$ cat src/rtl/updown_pkg.sv
// Shared types and defaults for the parametrised up/down counter.
package updown_pkg;

    typedef enum logic {
        MODE_WRAP = 1'b0,
        MODE_SAT  = 1'b1
    } mode_e;

    localparam int DEFAULT_WIDTH = 8;

endpackage

$ cat src/rtl/updown_next_val.sv
// Combinational next-state for the up/down counter: load clamp, step,
// boundary detection and direction capture. No state is held here.
module updown_next_val
    import updown_pkg::*;
#(
    parameter int WIDTH = DEFAULT_WIDTH
) (
    input  logic [WIDTH-1:0] count_i,
    input  logic [WIDTH-1:0] max_val_i,
    input  logic [WIDTH-1:0] load_val_i,
    input  logic             load_i,
    input  logic             en_i,
    input  logic             up_i,
    input  logic             sat_mode_i,
    input  logic             dir_i,
    output logic [WIDTH-1:0] count_o,
    output logic             wrap_o,
    output logic             dir_o
);

    localparam logic [WIDTH-1:0] ZERO = {WIDTH{1'b0}};
    localparam logic [WIDTH-1:0] ONE  = {{(WIDTH-1){1'b0}}, 1'b1};

    mode_e mode_s;
    assign mode_s = mode_e'(sat_mode_i);

    // Select next count, boundary flag and direction by load > enable > hold.
    always_comb begin
        count_o = count_i;
        wrap_o  = 1'b0;
        dir_o   = dir_i;
        if (load_i) begin
            count_o = (load_val_i > max_val_i) ? max_val_i : load_val_i;
        end else if (en_i) begin
            dir_o = up_i;
            // A count stranded above a lowered bound is pulled back in regardless of mode.
            if (count_i > max_val_i) begin
                wrap_o  = 1'b1;
                count_o = up_i ? ZERO : max_val_i;
            end else if (up_i) begin
                if (count_i == max_val_i) begin
                    wrap_o = 1'b1;
                    case (mode_s)
                        MODE_WRAP: count_o = ZERO;
                        MODE_SAT:  count_o = count_i;
                        default:   count_o = count_i;
                    endcase
                end else begin
                    count_o = count_i + ONE;
                end
            end else begin
                if (count_i == ZERO) begin
                    wrap_o = 1'b1;
                    case (mode_s)
                        MODE_WRAP: count_o = max_val_i;
                        MODE_SAT:  count_o = count_i;
                        default:   count_o = count_i;
                    endcase
                end else begin
                    count_o = count_i - ONE;
                end
            end
        end else begin
            count_o = count_i;
        end
    end

endmodule

$ cat src/rtl/updown_counter_ctrl.sv
// Parametrised up/down counter with programmable bound, wrap/saturate mode,
// synchronous load and terminal-count / boundary flags.
module updown_counter_ctrl
    import updown_pkg::*;
#(
    parameter int               WIDTH     = DEFAULT_WIDTH,
    parameter logic [WIDTH-1:0] RESET_VAL = {WIDTH{1'b0}}
) (
    input  logic             clk,
    input  logic             rst,
    input  logic             en,
    input  logic             up,
    input  logic             load,
    input  logic [WIDTH-1:0] load_val,
    input  logic [WIDTH-1:0] max_val,
    input  logic             sat_mode,
    output logic [WIDTH-1:0] count,
    output logic             tc,
    output logic             wrap_pulse,
    output logic             dir_q
);

    logic [WIDTH-1:0] count_q, count_d;
    logic             wrap_q, wrap_d;
    logic             last_dir_q, last_dir_d;

    updown_next_val #(
        .WIDTH(WIDTH)
    ) u_next (
        .count_i   (count_q),
        .max_val_i (max_val),
        .load_val_i(load_val),
        .load_i    (load),
        .en_i      (en),
        .up_i      (up),
        .sat_mode_i(sat_mode),
        .dir_i     (last_dir_q),
        .count_o   (count_d),
        .wrap_o    (wrap_d),
        .dir_o     (last_dir_d)
    );

    // State registers; reset acts asynchronously.
    always_ff @(posedge clk or posedge rst) begin
        if (rst) begin
            count_q    <= RESET_VAL;
            wrap_q     <= 1'b0;
            last_dir_q <= 1'b1;
        end else begin
            count_q    <= count_d;
            wrap_q     <= wrap_d;
            last_dir_q <= last_dir_d;
        end
    end

    assign count      = count_q;
    assign wrap_pulse = wrap_q;
    assign dir_q      = last_dir_q;
    // Terminal count tracks the live direction so it is valid straight out of reset.
    assign tc         = up ? (count_q == max_val) : (count_q == {WIDTH{1'b0}});

endmodule
$ cat config.mk
export PLATFORM = sky130hd
export DESIGN_NAME = updown_counter_ctrl
export DESIGN_NICKNAME = d
export VERILOG_FILES = /design/src/rtl/updown_pkg.sv /design/src/rtl/updown_next_val.sv /design/src/rtl/updown_counter_ctrl.sv
export SDC_FILE = /design/constraint.sdc
export NUM_CORES = 1
export LEC_CHECK = 0
export BUFFER_PORTS_ARGS = -buffer_cell sky130_fd_sc_hd__buf_4
export CAP_MARGIN = 20
export CORE_MARGIN = 8
export CORE_UTILIZATION = 54
export DETAILED_ROUTE_END_ITERATION = 10
export GPL_ROUTABILITY_DRIVEN = 0
export PLACE_DENSITY = 0.89
export SLEW_MARGIN = 10
export SYNTH_ARGS = -nofsm -noshare
export SYNTH_HDL_FRONTEND = slang
export SYNTH_SLANG_ARGS = --single-unit
export TNS_END_PERCENT = 100
$ cat constraint.sdc
create_clock -name clk -period 2.5 [get_ports clk]
set_input_delay 0.25 -clock clk [delete_from_list [all_inputs] [get_ports clk]]
set_output_delay 0.25 -clock clk [all_outputs]
set_load 0.1 [all_outputs]
==> run metrics, run 1 <==
Clk Tree Root Cell clkbuf_4; row cnt 19; Leak 0.855 nW; PortBufs 32; top cell type's share of synthesized area 16.4%; worst hold stages 2; Mapped Cells 180; Peak Freq 0.408 GHz; crit-path max cell delay 0.55 ns; highest-delay cell along the critical path dfrtp_4; Worst-Skew Late Latency 0.29 ns; final hold vios 0; crit path kind flip-flop to output pin; maximum buffer depth of the clock tree 2; synth-to-layout area growth 33.6%; Syn Area/Cell 8.08 sq um; ys flop type dfrtp_1; Die Wd 67.9 um; TritonRoute pass-1 iters 6; Synth cell types 48; Arr. time, crit path 2.20 ns; min Tclk post-route 2.45 ns; Avg Vias per Cell 7.02; total clock sinks 10; status completed; critical path launch point type flip-flop; Peak VDD IR 0.000474 V; I/O Pins 33; final non-filler cell total 255; Hold Path Origin load; Post-synth EDFFs 0; Final HPWL DP 3.88 mm; crit path cell chain inv_4, ha_4, or3b_4, nor2_4, buf_4, o21ai_0, inv_2, buf_12; DRT iter0 DRCs 203; initial antenna violation count 0; Routed Antenna Nets 0; WHS 0.273 ns; Slew headroom 69.5%; maxcap violations 0; CTS clk-pin slew, worst paths 0.07 ns; first-pass GRT wire length 7.29 mm; Final Skew 0.00562 ns; via count 1789; DIE HEIGHT 67.9 um; Post-synth ARST share 100%; drt drc 0; TNS Setup 0 ns; vias in the first global route 1575; nature of the critical path endpoint output pin; diodes inserted 0; nets@finish 266; share of cells above drive strength 1 33.5%; post-synth top area cell ha_1; worst hold path class input pin to flip-flop; R2R Path End count[1]; Initial Utilization 54.6%; Total Routing Usage GR 20.7%; WL final 5.25 mm; Synth Register Bits 10; top cells by area, synth ha_1, dfrtp_1, mux2i_1; GR Overflow Total 0; synthesized cell area 1450 sq um; hold worst-path end count[2]; CTS tree built; Num CTS Buffers 3; average wire per standard cell 20.6 um; Reg2Reg Depth 9; core area 2660 sq um; worst reg2reg startpoint count[3]; Slew Viols, Final 0; DP Cell Count 245; PD cells 617 nW/um^2; final setup violation count 0; Seq/Total Area, Yosys 17.3%; crit share post-route 98.0%; pin count of the biggest net entering global routing 13; Mapped Nets 221; # H-tree levels 1; Die Footprint 4610 sq um; CP max FO 10; Yosys warnings 0; R2R Setup Slk 0.05 ns; WP data required 2.25 ns; Worst-Margin Slew 0.456 ns
-- metrics by stage --
stage | utilization, % | setup WS, ns | area (sq um) | power [mW]
after floorplan | - | -0.00244 | 1540 | 0.817
after global placement | 68.8 | 0.133 | 1830 | 0.987
after detailed placement | 68.8 | 0.0599 | 1830 | 1.01
after CTS | 70.6 | 0.00175 | 1880 | 1.14
after global routing | 73.0 | -0.0452 | 1940 | 1.25
final | 73.0 | 0.0511 | 1940 | 1.20
-- state kept, by name, summed over array words and instances (netlist names) --
signal and cells:
dir_q 1, count 8, wrap_pulse 1
-- worst max-delay path: cells and delay by family, from the launching register on --
kind                     cells  cell delay, ns
flip-flops                   1            0.55
buffers and inverters        4            0.53
AO/OA/AOI/OAI                1            0.16
adder cells (fa/ha/maj)      1            0.14
AND/OR/NAND/NOR              2            0.53
-- worst max path at each step --
stage	cells after the start	start	to	slack, ns
after floorplan	7	count[4]	count[7]	-0.002
after global placement	7	count[0]	count[5]	0.13
after detailed placement	7	count[4]	count[2]	0.06
after CTS	8	count[0]	tc	0.002
after global routing	7	count[1]	count[2]	-0.05
final	8	count[0]	tc	0.05
-- cell families after synthesis --
| kind of cell | share of synthesized area [%] |
|---|---|
| XOR/XNOR | 5.42 |
| AND/OR/NAND/NOR | 19.2 |
| multiplexers | 6.37 |
| adder cells (fa/ha/maj) | 16.4 |
| buffers and inverters | 6.71 |
| AO/OA/AOI/OAI | 28.7 |
| flip-flops | 17.3 |
-- cell usage in the layout (no fill, tap or decap), types with 2 or more instances in the layout --
| cell | instances |
|---|---|
| buf_4 | 46 |
| ha_1 | 18 |
| nand2_1 | 17 |
| inv_1 | 13 |
| a21oi_1 | 12 |
| o21ai_0 | 8 |
| nand4_1 | 8 |
| mux2i_1 | 7 |
| xor2_1 | 6 |
| o211ai_1 | 5 |
| nor3_1 | 5 |
| o221ai_1 | 5 |
| o31ai_1 | 4 |
| a32oi_1 | 4 |
| dfrtp_4 | 4 |
| dfrtp_2 | 4 |
| nor2b_1 | 3 |
| nand3_1 | 3 |
| or3_1 | 3 |
| nor2_1 | 3 |
| xnor2_1 | 3 |
| clkbuf_4 | 3 |
| nor2_4 | 2 |
| o22ai_1 | 2 |
| o32ai_1 | 2 |
| inv_2 | 2 |
-- synth_stat cells (all sizes together), types with 5 or more instances --
cell and number:
nor2 5, a21oi 12, o31ai 5, ha 19, nand4 8, xor2 6, o211ai 5, inv 16
mux2i 7, clkbuf 7, o21ai 9, nand2 17, nor3 5, o221ai 5, dfrtp 9
-- power by group --
group	total, mW	switching, mW	internal [mW]
combinational	0.820	0.538	0.282
clock	0.128	0.0658	0.0621
sequential	0.250	0.0496	0.201
total	1.20	0.653	0.545
-- layout make-up --
cell class / count / area, sq um
clock buffers: 4 / 26.3
fillers: 177 / 719
inverters: 16 / 62.6
multi-input cells: 146 / 1170
flip-flops and latches: 10 / 272
well taps: 31 / 38.8
repair buffers: 48 / 375
-- per-layer routing --
metal  wire (um)  track usage (%)
met5           0                0
met3         536             2.78
met4         316             10.7
met1        1900             23.7
met2        2490             36.9
-- timing repair --
item                                   in CTS  in global routing
pin swaps                                   1                  4
setup endpoints to repair                   1                  9
endpoints found under the hold margin       9                  0
resized for setup                           3                  5
buffers inserted                            0                  5
hold buffers                                1                  0
(Power assumes the default switching activity.)
==> run 2: changes to the inputs <==
--- a/config.mk
+++ b/config.mk
@@ -7,11 +7,13 @@
 export LEC_CHECK = 0
 export BUFFER_PORTS_ARGS = -buffer_cell sky130_fd_sc_hd__buf_4
 export CAP_MARGIN = 20
+export CELL_PAD_IN_SITES_DETAIL_PLACEMENT = 0
+export CELL_PAD_IN_SITES_GLOBAL_PLACEMENT = 1
 export CORE_MARGIN = 8
-export CORE_UTILIZATION = 54
+export CORE_UTILIZATION = 40
 export DETAILED_ROUTE_END_ITERATION = 10
 export GPL_ROUTABILITY_DRIVEN = 0
-export PLACE_DENSITY = 0.89
+export PLACE_DENSITY = 0.9
 export SLEW_MARGIN = 10
 export SYNTH_ARGS = -nofsm -noshare
 export SYNTH_HDL_FRONTEND = slang
==> run metrics, run 2 (synthesis gave the netlist of run 1 again) <==
status completed; Clk Tree Root Cell clkbuf_4; cell-internal power 568 uW (+4.2%); Post-Place Worst Slack 0.151 ns (+0.0910 ns); Slew headroom 60.6% (-8.9 points); Peak Freq 0.413 GHz (+1.1%); worst hold path class input pin to flip-flop; worst reg2reg startpoint count[1]; Num CTS Buffers 3 (unchanged); highest-delay cell along the critical path dfrtp_4; DIE HEIGHT 76.3 um (+12%); total clock sinks 10 (unchanged); # H-tree levels 1 (unchanged); nature of the critical path endpoint output pin; commonest non-fill, non-tap cells in the layout buf_4, ha_1, nand2_1, inv_1, a21oi_1; core area 3580 sq um (+34%); worst hold stages 2 (unchanged); vias in the first global route 1524 (-3.2%); CTS tree built; maximum buffer depth of the clock tree 2 (unchanged); max reg flops 8 (unchanged); crit path cell chain inv_2, ha_4, or3b_4, nor2_4, buf_4, o21ai_1, inv_2, buf_8; Avg Vias per Cell 5.70 (-19%); Routed Antenna Nets 0 (unchanged); Die Footprint 5820 sq um (+26%); Reg2Reg Depth 7 (-2); Die Wd 76.3 um (+12%); CTS clk-pin slew, worst paths 0.07 ns (about the same); clock share of power 12.7% (+2.0 points); fill count 346 (+95%); crit path kind flip-flop to output pin; nets@finish 267 (+0.38%); dpl cell area 1900 sq um (+3.6%); row cnt 22 (+3); crit share post-route 96.9% (-1.1 points); PortBufs 32 (unchanged); share of cells above drive strength 1 33.3% (-0.15 points); Final Skew 0.00105 ns (-0.00457 ns); GR Overflow Total 0 (unchanged); final hold vios 0 (unchanged); PD cells 606 nW/um^2 (-1.8%); WP data required 2.25 ns (about the same); diodes inserted 0 (unchanged); CP max FO 5 (-5); TritonRoute pass-1 iters 4 (-2); via count 1557 (-13%); pin count of the biggest net entering global routing 13 (unchanged); Final HPWL DP 3.78 mm (-2.7%); commonest non-fill, non-tap cell in the layout buf_4; Worst-Margin Slew 0.590 ns (+0.135 ns); maxcap violations 0 (unchanged); initial antenna violation count 0 (unchanged); Hold Path Origin load; first-pass GRT wire length 7.43 mm (+1.9%); Final Util 54.5% (-18 points); final setup violation count 0 (unchanged); Peak VDD IR 0.000403 V (-15%); Slew Viols, Final 0 (unchanged); WL final 4.50 mm (-14%); average wire per standard cell 16.5 um (-20%); critical path launch point type flip-flop; Total Routing Usage GR 15.2% (-5.5 points); NetSw 614 uW (-6.0%); min Tclk post-route 2.42 ns (-0.0268 ns); Leak 0.864 nW (+1.0%); Arr. time, crit path 2.17 ns (-0.03 ns); CP dominant cell by count inv_2; Worst-Skew Late Latency 0.27 ns (-0.02 ns); crit path from count[1]; Initial Utilization 40.6% (-14 points); I/O Pins 33 (unchanged); Gate power share 68.0% (-0.4 points); Sw Share 51.9% (-2.6 points); setup ws final 0.0778 ns (+0.0268 ns); Sequential Power Share 19.4% (-1.5 points); Post-CTS Setup Inserts 0 (unchanged); Final Instance Area 1950 sq um (+0.45%); crit-path max cell delay 0.50 ns (-0.05 ns); RSZ-0062 raised after global routing yes; synth-to-layout area growth 34.3%; DRT iter0 DRCs 164 (-19%); drt drc 0 (unchanged); PnR Total Power 1.18 mW (-1.3%)
run 2: layer usage:
layer	global-route usage [%]	up-vias	share of wire [%]
met5	0	-	0
met4	2.50	0	0.62
met3	3.77	4	8.0
met2	24.2	67	45
met1	20.4	706	46
li1	-	780	-
run 2: final timing paths:
| kind | slack, ns | endpoint |
|---|---|---|
| setup / recovery | 0.08 | tc |
| hold / removal | 0.28 | count[2] |
| setup reg to reg | 0.12 | count[5] |
| hold reg to reg | 0.49 | dir_q |
| max in group asynchronous | 1.67 | dir_q |
| min in group asynchronous | 0.51 | count[3] |
run 2: critical path, delay by kind of cell, from the launching register on:
family / cells / cell delay [ns]
compound gates: 1 / 0.11
fa+ha+maj: 1 / 0.14
buf+inv: 4 / 0.55
flops: 1 / 0.50
simple gates: 2 / 0.59
run 2: area by class of cell:
type / count / area [sq um] / area share (%)
Tap cell: 48 / 60.1 / 3.08
Timing Repair Buffer: 49 / 378 / 19.4
Multi-Input combinational cell: 146 / 1140 / 58.6
Inverter: 16 / 62.6 / 3.21
Clock buffer: 4 / 36.3 / 1.86
Sequential cell: 10 / 272 / 13.9
run 2: power by group through the flow:
stage / sequential (mW) / combinational, mW / clock (mW)
after global routing: 0.233 / 0.870 / 0.160
after floorplan: 0.437 / 0.380 / 0
after CTS: 0.229 / 0.802 / 0.151
after global placement: 0.231 / 0.796 / 0
final: 0.229 / 0.804 / 0.150
after detailed placement: 0.232 / 0.796 / 0
run 2: repair_timing:
item,4_1_cts,5_1_grt
pin swaps,1,0
hold endpoints to repair,9,0
endpoints found under the setup margin,1,3
hold buffers,1,0
resized for setup,2,1
run 2: through the flow:
stage | instances | setup TNS, ns | hold slack, ns
finish | 273 | 0 | 0.281
floorplan | 180 | -0.00244 | 0.0893
CTS | 273 | 0 | 0.280
detailed placement | 268 | 0 | 0.263
global route | 273 | -0.0460 | 0.293
global placement | 268 | 0 | 0.262
==> run 3: changes to the inputs <==
--- a/config.mk
+++ b/config.mk
@@ -13,7 +13,7 @@
 export CORE_UTILIZATION = 40
 export DETAILED_ROUTE_END_ITERATION = 10
 export GPL_ROUTABILITY_DRIVEN = 0
-export PLACE_DENSITY = 0.9
+export PLACE_DENSITY_LB_ADDON = 0.1
 export SLEW_MARGIN = 10
 export SYNTH_ARGS = -nofsm -noshare
 export SYNTH_HDL_FRONTEND = slang
==> run metrics, run 3 (synthesis gave the netlist of run 1 again) <==
via count 1617 (+3.9%); Peak VDD IR 0.000327 V (-19%); nets@finish 269 (+0.75%); average wire per standard cell 17.8 um (+7.7%); # H-tree levels 1 (unchanged); drt drc 0 (unchanged); diodes inserted 0 (unchanged); final setup violation count 0 (unchanged); Clk Tree Root Cell clkbuf_4; first-pass GRT wire length 8.00 mm (+7.7%); nature of the critical path endpoint output pin; Worst-Margin Slew 0.610 ns (+0.0203 ns); total clock sinks 10 (unchanged); Reg area 272 sq um (unchanged); Avg Vias per Cell 5.88 (+3.1%); maximum buffer depth of the clock tree 2 (unchanged); PnR Total Power 1.21 mW (+2.0%); commonest non-fill, non-tap cells in the layout buf_4, ha_1, nand2_1, inv_1, a21oi_1; CTS clk-pin slew, worst paths 0.07 ns (about the same); Final HPWL DP 3.98 mm (+5.4%); CTS tree built; Final Skew 0.00670 ns (+0.00565 ns); Routed Antenna Nets 0 (unchanged); Post-Place Worst Slack 0.0618 ns (-0.0892 ns); crit path kind flip-flop to output pin; vias in the first global route 1626 (+6.7%); crit share post-route 96.8% (-0.11 points); synth-to-layout area growth 36.5%; WL final 4.89 mm (+8.5%); min Tclk post-route 2.42 ns (-0.00279 ns); max reg flops 8 (unchanged); core area 3580 sq um (unchanged); Arr. time, crit path 2.17 ns (about the same); Leak 0.873 nW (+1.0%); fill count 362 (+4.6%); CP max FO 10 (+5); Num CTS Buffers 3 (unchanged); WHS 0.271 ns (-0.00928 ns); Slew Viols, Final 0 (unchanged); commonest non-fill, non-tap cell in the layout buf_4; TNS Setup 0 ns (unchanged); final hold vios 0 (unchanged); dpl cell area 1880 sq um (-1.2%); setup ws final 0.0806 ns (+0.00279 ns); Die Footprint 5820 sq um (unchanged); R2R Setup Slk 0.10 ns (-0.02 ns); PortBufs 32 (unchanged); PD cells 608 nW/um^2 (+0.28%); Die Wd 76.3 um (unchanged); WP data required 2.25 ns (about the same); I/O Pins 33 (unchanged); Final Instance Area 1980 sq um (+1.7%); pin count of the biggest net entering global routing 13 (unchanged); initial antenna violation count 0 (unchanged); GR Overflow Total 0 (unchanged); maxcap violations 0 (unchanged); TritonRoute pass-1 iters 5 (+1); Initial Utilization 40.6% (unchanged); status completed; DRT iter0 DRCs 105 (-36%); worst hold path class input pin to flip-flop; Slew headroom 59.2% (-1.4 points); critical path launch point type flip-flop; Peak Freq 0.413 GHz (+0.12%); Worst-Skew Late Latency 0.28 ns (about the same); DIE HEIGHT 76.3 um (unchanged); share of cells above drive strength 1 34.8% (+1.5 points); row cnt 22 (unchanged); Total Routing Usage GR 16.5% (+1.3 points); Multi-input gate area 1160 sq um (+1.5%)
[run 3: changes by cell type in the layout (fill, tap and decap cells not counted), sizes merged]
cell	delta
buf	+2
[run 3: area by class of cell]
cell class | instances | area share (%)
well taps | 48 | 3.03
flip-flops and latches | 10 | 13.7
repair buffers | 51 | 19.8
multi-input cells | 146 | 58.5
clock buffers | 4 | 1.83
inverters | 16 | 3.15
[run 3: where the power goes]
group          leakage (nW)  switching (mW)  internal (mW)
Combinational         0.740           0.536          0.286
Sequential            0.112          0.0340          0.200
Clock                0.0210          0.0604         0.0887
[run 3: critical path, stage by stage, from the launching register on]
cell     delay (ns)
dfrtp_4        0.54
or4_4          0.60
nor2_4         0.14
buf_4          0.13
o21ai_0        0.18
inv_2          0.12
buf_8          0.20
[run 3: metal layers]
metal / vias to the layer above / GRT usage, % / wire length (um)
met5: - / 0 / 0
met2: 60 / 27.8 / 2260
met1: 758 / 21.1 / 2180
li1: 783 / - / -
met3: 16 / 2.24 / 323
met4: 0 / 5.00 / 119
[run 3: what timing repair did]
item / CTS / global route
hold buffers: 1 / 0
buffers inserted: 0 / 5
pin swaps: 0 / 5
hold endpoints to repair: 9 / 0
setup endpoints to repair: 1 / 8
gates resized for setup: 1 / 5
[run 3: path summary, 6_finish.rpt]
| path | from | endpoint | depth (start not counted) |
|---|---|---|---|
| worst min-delay path | load | count[2] | 2 |
| max in group asynchronous | rst | count[4] | 3 |
| worst max-delay path | count[4] | tc | 6 |
| worst min register to register | dir_q | dir_q | 2 |
| min in group asynchronous | rst | count[0] | 3 |
| worst max register to register | count[3] | count[1] | 8 |
[run 3: per-stage QoR]
step | util, % | std cells
floorplan | - | 180
global placement | 52.4 | 265
detailed placement | 52.4 | 265
CTS | 53.8 | 270
global route | 55.5 | 275
finish | 55.5 | 275
